## src/rtl/fft12_bfly_sched.sv

```systemverilog
// fft12_bfly_sched: address/control sequencer for one in-place 12-point
// 3x2x2 mixed-radix FFT on the shared radix32bly butterfly. The read side is
// registered. The write side replays the read side RD_LAT cycles later.
module fft12_bfly_sched #(
  parameter int ADDR_WIDTH = 4,
  parameter int RD_LAT     = 1
) (
  input  logic                  i_clk,
  input  logic                  i_rst_n,
  input  logic                  i_start,
  output logic                  o_busy,
  output logic                  o_done,
  output logic [2:0]            o_rd_mask,
  output logic [ADDR_WIDTH-1:0] o_rd_addr0,
  output logic [ADDR_WIDTH-1:0] o_rd_addr1,
  output logic [ADDR_WIDTH-1:0] o_rd_addr2,
  output logic [2:0]            o_wr_mask,
  output logic [ADDR_WIDTH-1:0] o_wr_addr0,
  output logic [ADDR_WIDTH-1:0] o_wr_addr1,
  output logic [ADDR_WIDTH-1:0] o_wr_addr2,
  output logic                  o_c_r32,
  output logic [3:0]            o_tw1_exp,
  output logic [3:0]            o_tw2_exp,
  output logic [1:0]            o_stage
);

  localparam logic [1:0] LAT_LAST = 2'(RD_LAT - 1);

  typedef enum logic [2:0] {S_IDLE, S_RUN, S_GAP, S_DRAIN, S_DONE} state_t;

  // One butterfly's worth of control. The same record feeds the read port
  // (mask/addr) and, after the delay line, the write port plus datapath controls.
  typedef struct packed {
    logic [2:0]            mask;
    logic [ADDR_WIDTH-1:0] a0;
    logic [ADDR_WIDTH-1:0] a1;
    logic [ADDR_WIDTH-1:0] a2;
    logic                  c_r32;
    logic [3:0]            tw1;
    logic [3:0]            tw2;
    logic [1:0]            stage;
  } bfly_op_t;

  state_t     state, nxt_state;
  logic [1:0] stage, nxt_stage;
  logic [2:0] bfly, nxt_bfly;
  logic [1:0] wait_cnt, nxt_wait_cnt;
  logic       last_bfly;

  bfly_op_t        nxt_op;
  bfly_op_t        op_pipe [RD_LAT:0];
  logic [RD_LAT:0] vld_pipe;
  bfly_op_t        wr_op;

  // State register plus the stage/butterfly/bubble counters
  always_ff @(posedge i_clk) begin
    if (!i_rst_n) begin
      state    <= S_IDLE;
      stage    <= '0;
      bfly     <= '0;
      wait_cnt <= '0;
    end else begin
      state    <= nxt_state;
      stage    <= nxt_stage;
      bfly     <= nxt_bfly;
      wait_cnt <= nxt_wait_cnt;
    end
  end

  // Next-state: issue a butterfly per RUN cycle, RD_LAT bubbles between stages
  always_comb begin
    nxt_state    = state;
    nxt_stage    = stage;
    nxt_bfly     = bfly;
    nxt_wait_cnt = wait_cnt;
    last_bfly    = (bfly == ((stage == 2'd0) ? 3'd3 : 3'd5));
    case (state)
      S_IDLE: begin
        if (i_start) begin
          nxt_state = S_RUN;
          nxt_stage = '0;
          nxt_bfly  = '0;
        end
      end
      S_RUN: begin
        if (last_bfly) begin
          nxt_bfly     = '0;
          nxt_wait_cnt = '0;
          nxt_state    = (stage == 2'd2) ? S_DRAIN : S_GAP;
        end else begin
          nxt_bfly = bfly + 3'd1;
        end
      end
      S_GAP: begin
        if (wait_cnt == LAT_LAST) begin
          nxt_state = S_RUN;
          nxt_stage = stage + 2'd1;
          nxt_bfly  = '0;
        end else begin
          nxt_wait_cnt = wait_cnt + 2'd1;
        end
      end
      S_DRAIN: begin
        if (wait_cnt == LAT_LAST) nxt_state = S_DONE;
        else                      nxt_wait_cnt = wait_cnt + 2'd1;
      end
      S_DONE:  nxt_state = S_IDLE;
      default: nxt_state = S_IDLE;
    endcase
  end

  // Outputs: status decode, and the stage tables evaluated on the next
  // butterfly so the read side can be registered without an extra cycle
  always_comb begin
    o_busy = (state == S_RUN) || (state == S_GAP) || (state == S_DRAIN);
    o_done = (state == S_DONE);
    nxt_op = '0;
    if (nxt_state == S_RUN) begin
      nxt_op.stage = nxt_stage;
      case (nxt_stage)
        // radix-3 over k, k+4, k+8
        2'd0: begin
          nxt_op.mask  = 3'b111;
          nxt_op.a0    = ADDR_WIDTH'({2'b00, nxt_bfly[1:0]});
          nxt_op.a1    = ADDR_WIDTH'({2'b01, nxt_bfly[1:0]});
          nxt_op.a2    = ADDR_WIDTH'({2'b10, nxt_bfly[1:0]});
          nxt_op.c_r32 = 1'b1;
          nxt_op.tw1   = 4'd4;
          nxt_op.tw2   = 4'd8;
        end
        // radix-2 over 4g+j, 4g+j+2 with g = bfly>>1, j = bfly&1
        2'd1: begin
          nxt_op.mask = 3'b011;
          nxt_op.a0   = ADDR_WIDTH'({nxt_bfly[2:1], 1'b0, nxt_bfly[0]});
          nxt_op.a1   = ADDR_WIDTH'({nxt_bfly[2:1], 1'b1, nxt_bfly[0]});
          nxt_op.tw1  = nxt_bfly[0] ? 4'd3 : 4'd0;
        end
        // radix-2 over adjacent pairs 2m, 2m+1, no twiddle
        2'd2: begin
          nxt_op.mask = 3'b011;
          nxt_op.a0   = ADDR_WIDTH'({nxt_bfly, 1'b0});
          nxt_op.a1   = ADDR_WIDTH'({nxt_bfly, 1'b1});
        end
        default: nxt_op = '0;
      endcase
    end
  end

  // Read-side register and RD_LAT-deep replay line toward the write side
  always_ff @(posedge i_clk) begin
    if (!i_rst_n) begin
      vld_pipe <= '0;
      for (int i = 0; i <= RD_LAT; i++) op_pipe[i] <= '0;
    end else begin
      vld_pipe   <= {vld_pipe[RD_LAT-1:0], (nxt_op.mask != 3'b000)};
      op_pipe[0] <= nxt_op;
      for (int i = 1; i <= RD_LAT; i++) op_pipe[i] <= op_pipe[i-1];
    end
  end

  assign wr_op = vld_pipe[RD_LAT] ? op_pipe[RD_LAT] : '0;

  assign o_rd_mask  = op_pipe[0].mask;
  assign o_rd_addr0 = op_pipe[0].a0;
  assign o_rd_addr1 = op_pipe[0].a1;
  assign o_rd_addr2 = op_pipe[0].a2;

  assign o_wr_mask  = wr_op.mask;
  assign o_wr_addr0 = wr_op.a0;
  assign o_wr_addr1 = wr_op.a1;
  assign o_wr_addr2 = wr_op.a2;
  assign o_c_r32    = wr_op.c_r32;
  assign o_tw1_exp  = wr_op.tw1;
  assign o_tw2_exp  = wr_op.tw2;
  assign o_stage    = wr_op.stage;

endmodule

```

## config.mk

```make
export PLATFORM = sky130hd
export DESIGN_NAME = fft12_bfly_sched
export DESIGN_NICKNAME = d
export VERILOG_FILES = /design/src/rtl/fft12_bfly_sched.sv
export SDC_FILE = /design/constraint.sdc
export NUM_CORES = 1
export LEC_CHECK = 0
export CAP_MARGIN = 20
export CELL_PAD_IN_SITES_DETAIL_PLACEMENT = 1
export CELL_PAD_IN_SITES_GLOBAL_PLACEMENT = 1
export CORE_MARGIN = 2
export CORE_UTILIZATION = 25
export DETAILED_ROUTE_END_ITERATION = 16
export GPL_ROUTABILITY_DRIVEN = 0
export PLACE_DENSITY_LB_ADDON = 0.1
export SYNTH_ARGS = -nofsm -noshare
export SYNTH_HDL_FRONTEND = slang
export SYNTH_SLANG_ARGS = --single-unit
```

## constraint.sdc

```tcl
create_clock -name i_clk -period 3.7 [get_ports i_clk]
set_clock_uncertainty 0.05 [all_clocks]
set_input_delay 0.925 -clock i_clk [delete_from_list [all_inputs] [get_ports i_clk]]
set_output_delay 0.925 -clock i_clk [all_outputs]
set_load 0.01 [all_outputs]
```

Word-level counts from Yosys, hierarchy flattened
Memories as Yosys holds them, arrays and structs flattened.
Index checks and enable logic that the tools add are counted.

word-level totals
  bits in registers = 12
  bits in writable memories = 52
  output and inout bits = 43
  memories = 1

memories
  name     depth  bits a word  read ports  clocked after memory_dff  write ports  line  source
  op_pipe  2      26           2           0                         2            51    bfly_op_t op_pipe [RD_LAT:0];

operators by class
  $add $sub $neg = 3
  equal/unequal tests = 11
  mux-type cells = 29
  bitwise logic cells = 2
  reduce and logical (&&, ||, !) cells = 11

operators with widths
  cell                   number
  $mux W26               4
  $pmux W11 S3           1
  $mux W3                8
  $mux W2                6
  $pmux W3 S4            1
  $pmux W3 S3            1
  $pmux W2 S2            2
  $eq A3 B1 Y1 const B   2
  $eq A3 B2 Y1 const B   2
  $logic_not A2 Y1       3
  $pmux W3 S2            1
  $mux W5                1
  $add A2 B1 Y2 const B  2
  $eq A2 B2 Y1 const B   2
  $mux W4                1
  $ne A2 B2 Y1 const B   2
  $add A3 B1 Y3 const B  1
  $eq A3 B3 Y1           1
  $eq A3 B3 Y1 const B   1
  $logic_not A3 Y1       1
  $mux W1                3
  $reduce_and A3 Y1      1
  $reduce_bool A3 Y1     1
  $reduce_or A3 Y1       1
  5 further kinds        7

Longest topological paths before layout
  depth after elaboration = 9
  depth in mapped cells = 9

Least setup slack after synthesis
No wires, ideal clock.

  path kind = input to register
  from = input port i_start
  to = memory op_pipe[0][21] in the netlist's numbering
  arrival = 1.968 ns
  slack = 1.556 ns
  stages on the path = 6
  buffers on the path = 1
  cells stage by stage = nor2_1 -> or3_1 -> a22o_2 -> buf_6 -> xnor2_1 -> nor3_2

RTL lines
  element          line  source
  start, declared  10    input logic i_start,
  end, declared    51

Final worst setup path
  from = register vld_pipe[1]
  to = output port o_tw1_exp[0]

on the way
  cells in the longest elaborated chain, start to end = 1

ends and longest elaborated chain
  element                 line  source
  start, declared         52    logic [RD_LAT:0] vld_pipe;
  start signal, assigned  155   vld_pipe <= {vld_pipe[RD_LAT-1:0], (nxt_op.mask != 3'b000)};
  $mux W26                161   assign wr_op = vld_pipe[RD_LAT] ? op_pipe[RD_LAT] : '0;
  end, declared           22    output logic [3:0] o_tw1_exp,

Every way passes these cells.

==> flow_metrics.py <==
metrics = {
    "routing": {
        "vias": 1315,
        "wl_um": 3860,
        "postRouteAntennaNets": 0,
        "routed_via_density": 3.96,
        "detail_route.wl_per_cell_um": 11.6,
        "drt-initial-drc-count": 35,
        "drcViolationCount": 0,
        "dr.pass1.iters": 3,
    },
    "yosys": {
        "synth_largest_area_cell": "dfxtp_1",
        "ys_seq_elements": 46,
        "yosysWarnings": 0,
        "netlist_area_um2": 2050,
        "synth.distinct_cells": 48,
        "syn_inst": 210,
        "yosys.area.top_type_share_pct": 44.9,
        "ys_top_cells_by_area": "dfxtp_1, and2_1, buf_4",
        "ys_seq_area_share_pct": 44.9,
        "avgSynthCellArea_um2": 9.77,
    },
    "pwr": {
        "finalPower_mw": 0.925,
        "p_leak_nw": 0.863,
        "pwr-share-seq_pct": 56.6,
        "internal-power_mw": 0.687,
        "comb_power_share_pct": 8.7,
        "powerDensity_nw_per_um2": 381,
        "pwr-share-clk_pct": 34.7,
        "ir_drop_v": 0.000137,
        "power.switching_mw": 0.238,
        "p_sw_share_pct": 25.7,
    },
    "floorplanning": {
        "die_h_um": 94.6,
        "num_rows": 33,
        "dieArea_um2": 8940,
        "initial_core_util_pct": 25.3,
        "coreArea_um2": 8090,
        "pin_count": 46,
        "die_w_um": 94.6,
    },
    "worst_hold_path": {
        "min_to": "op_pipe[0][33]",
        "hold_path.startpoint": "op_pipe[0][7]",
        "hp-class": "reg -> reg",
        "min_path_cells": 1,
    },
    "global_routing": {
        "grt_usage_pct": 9.23,
        "grt_pass1_wl_um": 6350,
        "grt_max_degree": 30,
        "antenna_found_initial": 0,
        "grt_pass1_vias": 1293,
        "grt_overflow": 0,
    },
    "placement": {
        "post-dp-hpwl_um": 2690,
        "place.port_buffers": 39,
    },
    "sta": {
        "tightest_slew_ns": 0.735,
        "hold_violations": 0,
        "fin_crit_sh_pct": 71.0,
        "final.setup.tns_ns": 0,
        "slew_headroom_pct": 50.5,
        "fin_crit_ns": 2.63,
        "fmax_ghz": 0.381,
        "hold_slack_ns": 0.392,
        "setup_viol": 0,
        "finalMaxSlewViolations": 0,
        "rsz0062_at_grt": "no",
    },
    "clocking": {
        "cts_setup_buffers": 0,
        "cts_root_buf": "clkbuf_8",
        "cts_made_buffers": 5,
        "clk_pin_slew_ns": 0.09,
        "clockBufferDepth": 2,
        "htreeDepth": 2,
        "worstSkewPairLatency_ns": 0.30,
        "cts_resized": 0,
        "clock-sinks": 46,
        "cts_tree": "built",
        "ctsHoldBuffers": 0,
    },
    "worst_setup_path": {
        "reg2reg_slack_ns": 1.38,
        "r2r_end": "op_pipe[0][19]",
        "crit_fanout": 17,
        "worstSetupEndpointType": "primary output",
        "crit_type": "reg -> out",
        "r2r.worst_path.cells": 7,
        "r2r_start": "stage[0]",
        "crit_arrival_ns": 1.65,
        "crit_required_ns": 2.72,
        "start_kind": "flop",
    },
    "final_layout": {
        "final_common_cell": "dfxtp_1",
        "diodes": 0,
        "drive_above_1_share_pct": 11.0,
        "layout_common_cells": "dfxtp_1, and2_1, clkdlybuf4s50_1",
        "multiInputGateArea_um2": 866,
        "fin_nets": 233,
        "areaGrowthSynthToFinish_pct": 18.5,
        "regArea_um2": 921,
        "nFillCells": 931,
    },
    "job": {
        "maxCapViolations": 0,
    },
    "outcome": {
        "status": "finished clean",
    },
}
[routing by layer]
layer  up-vias  GRT usage, %  share of wire (%)
li1        681             -                  -
met1       598          12.1                 48
met2        31          14.2                 46
met3         5          2.79                4.9
met4         0          3.62                1.6
met5         -             0                  0
[synthesized netlist by cell type, drive strengths merged]
cell    instances
a21o            1
xnor2           1
o32ai           1
nand3b          1
nor2b           7
o21a            1
conb            1
o22a            1
nor3            7
inv             6
a22oi           1
a22o            2
clkbuf          4
o21ai           3
nor2           14
or2b            1
and2           40
nand3           1
dfxtp          46
or3             3
a211oi          2
nor3b           4
o31ai           2
buf            32
nor4bb          1
a21boi          1
o211ai          1
or4b            1
a221oi          1
or3b            1
a21oi           7
nand2b          3
nor4b           2
ha              4
nand2           4
or2             2
[per-stage QoR]
stage | instances | setup WS [ns] | utilization (%) | cell area (µm²)
after floorplan | 215 | 1.56 | - | 2070
after global placement | 324 | 0.791 | 28.9 | 2340
after detailed placement | 324 | 0.763 | 28.9 | 2340
after CTS | 332 | 0.993 | 30.0 | 2430
after global routing | 332 | 0.903 | 30.0 | 2430
final | 332 | 1.07 | 30.0 | 2430
[worst max-delay path: stages, from the launching register on]
cell and delay (ns):
dfxtp_1 0.59, and2_1 0.22, clkdlybuf4s50_1 0.54
[state kept, by name (all words and copies together), names as in the netlist]
name,count
bfly,3
op_pipe,34
stage,2
state,3
vld_pipe,2
wait_cnt,2
[layout make-up]
cell class,count,share of cell area (%)
multi-input combinational,127,35.6
clock inverter,3,0.978
sequential,46,37.9
timing repair buffer,40,16.4
clock buffer,5,2.83
tap,105,5.40
inverter,6,0.926
[power by group through the flow]
stage	Clock, mW	Combinational, mW	Sequential [mW]
after floorplan	0	0.0728	0.529
after global placement	0	0.0820	0.537
after detailed placement	0	0.0824	0.536
after CTS	0.342	0.0826	0.525
after global routing	0.362	0.0905	0.527
final	0.321	0.0806	0.524
[worst max-delay path by stage]
| stage | startpoint | end | slack [ns] | cells past startpoint |
|---|---|---|---|---|
| 2_1_floorplan | i_start | op_pipe[0][21] | 1.56 | 6 |
| 3_3_place_gp | i_start | op_pipe[0][12] | 0.79 | 6 |
| 3_5_place_dp | i_start | op_pipe[0][12] | 0.76 | 6 |
| 4_1_cts | vld_pipe[1] | o_tw1_exp[1] | 0.99 | 2 |
| 5_1_grt | vld_pipe[1] | o_tw1_exp[0] | 0.90 | 2 |
| 6_report | vld_pipe[1] | o_tw1_exp[0] | 1.07 | 2 |
[kinds of logic (layout without fill, tap and decap cells)]
family	count (synthesis)	in the layout	synth area share, %
and+or+nand+nor	92	92	28.4
DFF	46	46	44.9
buffers and inverters	42	54	13.8
AOI/OAI and AO/OA	24	24	9.88
adders and majority gates	4	4	2.44
other	1	6	0.183
xor gates and xnor gates	1	1	0.427
No activity file was read; power rests on OpenSTA's default activity.
